<file path="config.mk">
export PLATFORM = sky130hd
export DESIGN_NAME = mem_arbiter
export DESIGN_NICKNAME = d
export VERILOG_FILES = /design/src/rtl/mem_arbiter_pkg.sv /design/src/rtl/mem_arbiter_rr_pick.sv /design/src/rtl/mem_arbiter.sv
export SDC_FILE = /design/constraint.sdc
export NUM_CORES = 1
export LEC_CHECK = 0
export ABC_AREA = 0
export ABC_CLOCK_PERIOD_IN_PS = 2100
export CORE_ASPECT_RATIO = 0.75
export CORE_MARGIN = 3
export CORE_UTILIZATION = 35
export DETAILED_ROUTE_END_ITERATION = 8
export PLACE_DENSITY = 0.71
export SETUP_SLACK_MARGIN = 0.05
export SKIP_LAST_GASP = 1
export SYNTH_ARGS = -nofsm -noshare
export SYNTH_HDL_FRONTEND = slang
export SYNTH_SLANG_ARGS = --single-unit
export TNS_END_PERCENT = 100
</file>
<file path="constraint.sdc">
create_clock -name clk -period 2.1 [get_ports clk]
set_input_delay 0.21 -clock clk [delete_from_list [all_inputs] [get_ports clk]]
set_output_delay 0.21 -clock clk [all_outputs]
set_load 0.02 [all_outputs]
</file>
<file path="src/rtl/mem_arbiter_pkg.sv">
// Shared definitions for the two-master memory arbiter: FSM encoding and
// counter width.
package mem_arbiter_pkg;

  localparam int CNT_W = 16;

  typedef enum logic [1:0] {
    IDLE    = 2'd0,
    ACCESS  = 2'd1,
    CAPTURE = 2'd2,
    DONE    = 2'd3
  } state_t;

endpackage

</file>
<file path="src/rtl/mem_arbiter_rr_pick.sv">
// Two-way round-robin choice: a lone requester wins, a tie goes to the
// master that did not own the last grant.
module rr_pick (
  input  logic [1:0] req,
  input  logic       last,
  output logic       grant,
  output logic       valid
);

  // NOTE: every output is assigned on every path, so no latch is inferred.
  always_comb begin
    valid = |req;
    grant = (req == 2'b11) ? ~last : req[1];
  end

endmodule

</file>
<file path="src/rtl/mem_arbiter.sv">
// Arbitrates two masters onto one synchronous single-port memory; each grant
// runs a fixed four-cycle IDLE/ACCESS/CAPTURE/DONE sequence.
module mem_arbiter
  import mem_arbiter_pkg::*;
#(
  parameter int WIDTH         = 32,
  parameter int MEM_ADDR_SIZE = 12
) (
  input  logic                     clk,
  input  logic                     reset,
  input  logic                     m0_req,
  input  logic                     m0_wen,
  input  logic [MEM_ADDR_SIZE-1:0] m0_addr,
  input  logic [WIDTH-1:0]         m0_wdata,
  output logic                     m0_ack,
  output logic [WIDTH-1:0]         m0_rdata,
  input  logic                     m1_req,
  input  logic                     m1_wen,
  input  logic [MEM_ADDR_SIZE-1:0] m1_addr,
  input  logic [WIDTH-1:0]         m1_wdata,
  output logic                     m1_ack,
  output logic [WIDTH-1:0]         m1_rdata,
  output logic [MEM_ADDR_SIZE-1:0] mem_addr,
  output logic [WIDTH-1:0]         mem_wdata,
  output logic                     mem_wen,
  input  logic [WIDTH-1:0]         mem_rdata,
  output logic                     owner,
  output logic [CNT_W-1:0]         cnt0,
  output logic [CNT_W-1:0]         cnt1
);

  state_t state;
  logic   op_wen;
  logic   pick_grant;
  logic   pick_valid;

  rr_pick u_rr_pick (
    .req   ({m1_req, m0_req}),
    .last  (owner),
    .grant (pick_grant),
    .valid (pick_valid)
  );

  // NOTE: all state is updated with non-blocking assignments so every
  // register samples the pre-edge values of its neighbours.
  always_ff @(posedge clk) begin
    if (!reset) begin
      // NOTE: the block holds no memory arrays, so every register is reset.
      state     <= IDLE;
      op_wen    <= 1'b0;
      owner     <= 1'b1;
      mem_addr  <= '0;
      mem_wdata <= '0;
      mem_wen   <= 1'b0;
      m0_ack    <= 1'b0;
      m1_ack    <= 1'b0;
      m0_rdata  <= '0;
      m1_rdata  <= '0;
      cnt0      <= '0;
      cnt1      <= '0;
    end else begin
      m0_ack  <= 1'b0;
      m1_ack  <= 1'b0;
      mem_wen <= 1'b0;
      case (state)
        IDLE: begin
          if (pick_valid) begin
            owner     <= pick_grant;
            mem_addr  <= pick_grant ? m1_addr  : m0_addr;
            mem_wdata <= pick_grant ? m1_wdata : m0_wdata;
            op_wen    <= pick_grant ? m1_wen   : m0_wen;
            mem_wen   <= pick_grant ? m1_wen   : m0_wen;
            state     <= ACCESS;
          end
        end
        ACCESS: state <= CAPTURE;
        CAPTURE: begin
          // Memory answers the ACCESS-cycle address during this cycle.
          if (!op_wen) begin
            if (owner) m1_rdata <= mem_rdata;
            else       m0_rdata <= mem_rdata;
          end
          state <= DONE;
        end
        DONE: begin
          if (owner) begin
            m1_ack <= 1'b1;
            cnt1   <= cnt1 + CNT_W'(1);
          end else begin
            m0_ack <= 1'b1;
            cnt0   <= cnt0 + CNT_W'(1);
          end
          state <= IDLE;
        end
        default: state <= IDLE;
      endcase
    end
  end

endmodule

</file>
==> results summary <==
The fraction of the cycle the final worst path needs is 0.902. The initial utilization of the core area, before any placement, comes to 0.360. The initialized floorplan defines 40 standard-cell rows. The number of failing hold endpoints at the final stage came to 0. The synthesized cell area came out at 5830 um2. 0 antenna diodes ended up in the layout. The measured slew at the worst slew-check pin is 0.424 ns.

The yosys synthesis warning count came out at 0. Dividing the synthesized area by the synthesized cell count gives 8.68 um2. The data required time at the worst endpoint came out at 2.44 ns. The largest fanout of any net on the critical path is 8. The flow ran to the end, and the final reports show no timing, DRC or antenna violations.

The initial antenna violation count came out at 0. The fill cell instance count of the final layout is 1430. The via count came out at 5553. In the global route stage, overall resource usage came out at 0.185. The wire length per cell after detailed routing came out at 14.7 um.

Setup repair after global routing left no endpoint under its margin. The post-CTS setup buffer count came out at 0. The die covers 18200 um2. The via count of the first global-routing pass is 5146. The pin count of the biggest net entering global routing is 77.

When the netlist entered floorplanning its net count stood at 803. The number of slew-limit violations in the final report came out at 0. The post-cts repair resize count is 0.

The clock transition at the registers of the reported paths came out at 0.06 ns. The final setup violation count is 0. The number of synthesized flops with an enable pin came out at 0. The count of nets left with antenna violations once routing finished came out at 0. The wire length of the first global-routing pass came out at 27300 um. Hold is met by 0.371 ns.

The number of DRC markers in iteration 0 came out at 231. The maximum vdd drop came out at 424 uV. The register bit count reported by yosys is 147.

The total overflow reported by the global router came out at 0. Counting the buffers created by CTS gives 17. The ratio of cells with drive above 1 in the final layout is 0.0623. The final net count came out at 1067. The leading register cell type out of synthesis is sky130_fd_sc_hd__dfxtp_1.

The number of port buffers is 269. At the later pin of the worst-skew pair, clock insertion delay measures 0.42 ns. The leakage power is 3.38 nW.

The fmax is 528 MHz. The maximum number of buffers from clock root to sink is 2. The worst setup path is launched from a flop. The total power per unit cell area is 983 nW/um2. The type of the worst setup path is reg -> reg. The endpoint class of the critical path is a flop. The clock tree synthesis step divided the H-tree into 4 levels. The first-pass iteration count of the detailed router is 4. The portion of the post-synthesis area used by sequential elements is 0.505.

The detailed-placement wirelength estimate is 12500 um. After detailed routing, the number of remaining DRC violations is 0. Headroom to the max-slew limit came out at 0.715. The number of placed I/O pins came out at 270. The global placer's final weighted congestion came out at 0.761. In the synthesized netlist, the number of instances is 671. The share of async-settable or async-resettable flops after synthesis is 0. The number of maximum-capacitance violations came out at 0. The number of vias per cell is 4.80. Relative to the synthesized area, the layout overhead comes to 61.7%. The clock sink count came out at 147. Data on the critical path arrives at its endpoint at 2.24 ns. The worst clock skew on the final layout is 0.0106 ns. The sum of negative setup slack came out at 0 ns. The wire length reported by the detailed router is 17000 um. The clock root buffer is sky130_fd_sc_hd__clkbuf_16. The count of unique library cells instantiated by Yosys came out at 37. The number of buffers added to fix hold violations after cts is 0.

The die boundary height is 118 um. In this run the worst hold path is classified as in -> reg. The overall die width is 155 um. The final core area utilization is 0.583.

TritonCTS built the clock tree. The placeable core region came out at 16200 um2. After layout, the minimum clock period comes to 1.89 ns.
-- metrics by stage --
stage / instance area, um2 / total power [W] / setup WS (ns) / instances
2_1_floorplan: 5830 / 0.00505 / 0.410 / 671
3_3_place_gp: 8860 / 0.00646 / 0.304 / 1126
3_5_place_dp: 8860 / 0.00649 / 0.237 / 1126
4_1_cts: 9420 / 0.00940 / 0.219 / 1157
5_1_grt: 9420 / 0.00976 / 0.0797 / 1157
6_report: 9420 / 0.00926 / 0.206 / 1157
-- critical path: stages, from the launching register on --
cell and delay (ns):
sky130_fd_sc_hd__dfxtp_1 0.39, sky130_fd_sc_hd__ha_1 0.35, sky130_fd_sc_hd__nand3_2 0.16, sky130_fd_sc_hd__or2_1 0.32, sky130_fd_sc_hd__or4_1 0.47, sky130_fd_sc_hd__a21oi_1 0.15
-- layout by cell type (no fill, tap or decap), types with 3 or more instances in the layout --
master                            instances
sky130_fd_sc_hd__nand3_1                  8
sky130_fd_sc_hd__clkbuf_16               17
sky130_fd_sc_hd__and3_1                   4
sky130_fd_sc_hd__nor4_1                   3
sky130_fd_sc_hd__xnor2_1                  9
sky130_fd_sc_hd__inv_1                    3
sky130_fd_sc_hd__a21oi_1                 74
sky130_fd_sc_hd__clkdlybuf4s50_1        269
sky130_fd_sc_hd__or4_1                    3
sky130_fd_sc_hd__mux2i_1                 46
sky130_fd_sc_hd__and4_1                   4
sky130_fd_sc_hd__o31ai_1                  3
sky130_fd_sc_hd__buf_4                   17
sky130_fd_sc_hd__ha_1                     6
sky130_fd_sc_hd__buf_12                   6
sky130_fd_sc_hd__or3_1                    3
sky130_fd_sc_hd__a211oi_1                45
sky130_fd_sc_hd__o21ai_0                  5
sky130_fd_sc_hd__nand4_1                 10
sky130_fd_sc_hd__clkinv_2                 3
sky130_fd_sc_hd__dfxtp_1                147
sky130_fd_sc_hd__nor3_1                   4
sky130_fd_sc_hd__nor2_1                  73
sky130_fd_sc_hd__nand2_1                144
sky130_fd_sc_hd__xor2_1                  15
sky130_fd_sc_hd__clkbuf_8                 4
-- power by group --
group / total, W / switching (W) / internal, W
registers: 0.00345 / 0.000238 / 0.00322
clock network: 0.00287 / 0.00112 / 0.00175
logic: 0.00294 / 0.00157 / 0.00137
-- cell type report --
| cell class | count | area (um2) | share of cell area |
|---|---|---|---|
| multi-input combinational | 473 | 2700 | 0.286 |
| timing repair buffer | 292 | 2940 | 0.312 |
| sequential | 147 | 2940 | 0.312 |
| tap | 210 | 263 | 0.0279 |
| clock buffer | 23 | 488 | 0.0518 |
| inverter | 4 | 17.5 | 0.00186 |
| clock inverter | 8 | 77.6 | 0.00823 |
-- state kept, by name, summed over array words and instances (netlist names) --
signal / count
m0_rdata: 32
owner: 1
m1_ack: 1
cnt0: 16
mem_wen: 1
mem_wdata: 32
cnt1: 16
m1_rdata: 32
op_wen: 1
mem_addr: 12
state: 2
m0_ack: 1
-- cell usage after synthesis (3+ instances only) --
cell / number / share of area
sky130_fd_sc_hd__dfxtp_1: 147 / 0.51
sky130_fd_sc_hd__nand2_1: 144 / 0.093
sky130_fd_sc_hd__a21oi_1: 74 / 0.064
sky130_fd_sc_hd__nor2_1: 73 / 0.047
sky130_fd_sc_hd__mux2i_1: 46 / 0.079
sky130_fd_sc_hd__a211oi_1: 45 / 0.058
sky130_fd_sc_hd__clkbuf_1: 31 / 0.020
sky130_fd_sc_hd__xor2_1: 15 / 0.023
sky130_fd_sc_hd__buf_2: 14 / 0.012
sky130_fd_sc_hd__nand4_1: 10 / 0.011
sky130_fd_sc_hd__xnor2_1: 9 / 0.014
sky130_fd_sc_hd__nand3_1: 8 / 0.0069
sky130_fd_sc_hd__ha_1: 6 / 0.013
sky130_fd_sc_hd__o21ai_0: 5 / 0.0043
sky130_fd_sc_hd__and3_1: 4 / 0.0043
sky130_fd_sc_hd__and4_1: 4 / 0.0060
sky130_fd_sc_hd__nor3_1: 4 / 0.0034
sky130_fd_sc_hd__inv_1: 3 / 0.0019
sky130_fd_sc_hd__nor4_1: 3 / 0.0032
sky130_fd_sc_hd__o31ai_1: 3 / 0.0039
sky130_fd_sc_hd__or3_1: 3 / 0.0032
sky130_fd_sc_hd__or4_1: 3 / 0.0039
-- metal layers --
layer / track usage / routed length [um] / part of all wire / up-vias
met1: 0.240 / 7440 / 0.44 / 2498
met5: 0 / 0 / 0 / -
met4: 0.0496 / 238 / 0.014 / 0
li1: - / - / - / 2837
met2: 0.290 / 7840 / 0.46 / 202
met3: 0.0662 / 1500 / 0.088 / 16
-- path summary, 6_finish.rpt --
kind	start	slack, ns	endpoint	cells past startpoint
max reg2reg	state[1]	0.21	cnt1[15]	5
min	mem_rdata[6]	0.37	m0_rdata[6]	3
min reg2reg	m0_rdata[27]	0.45	m0_rdata[27]	2
max	state[1]	0.21	cnt1[15]	5
-- logic make-up (layout without fill, tap and decap cells) --
family / count (synthesis) / count (layout) / share of synthesized area
simple gates: 269 / 269 / 0.199
xor+xnor: 24 / 24 / 0.0361
fa+ha+maj: 6 / 6 / 0.0129
buf+inv: 51 / 327 / 0.0365
mux: 46 / 46 / 0.0790
flops: 147 / 147 / 0.505
compound gates: 128 / 128 / 0.131
Note: power is estimated with default switching activity, not from simulation.
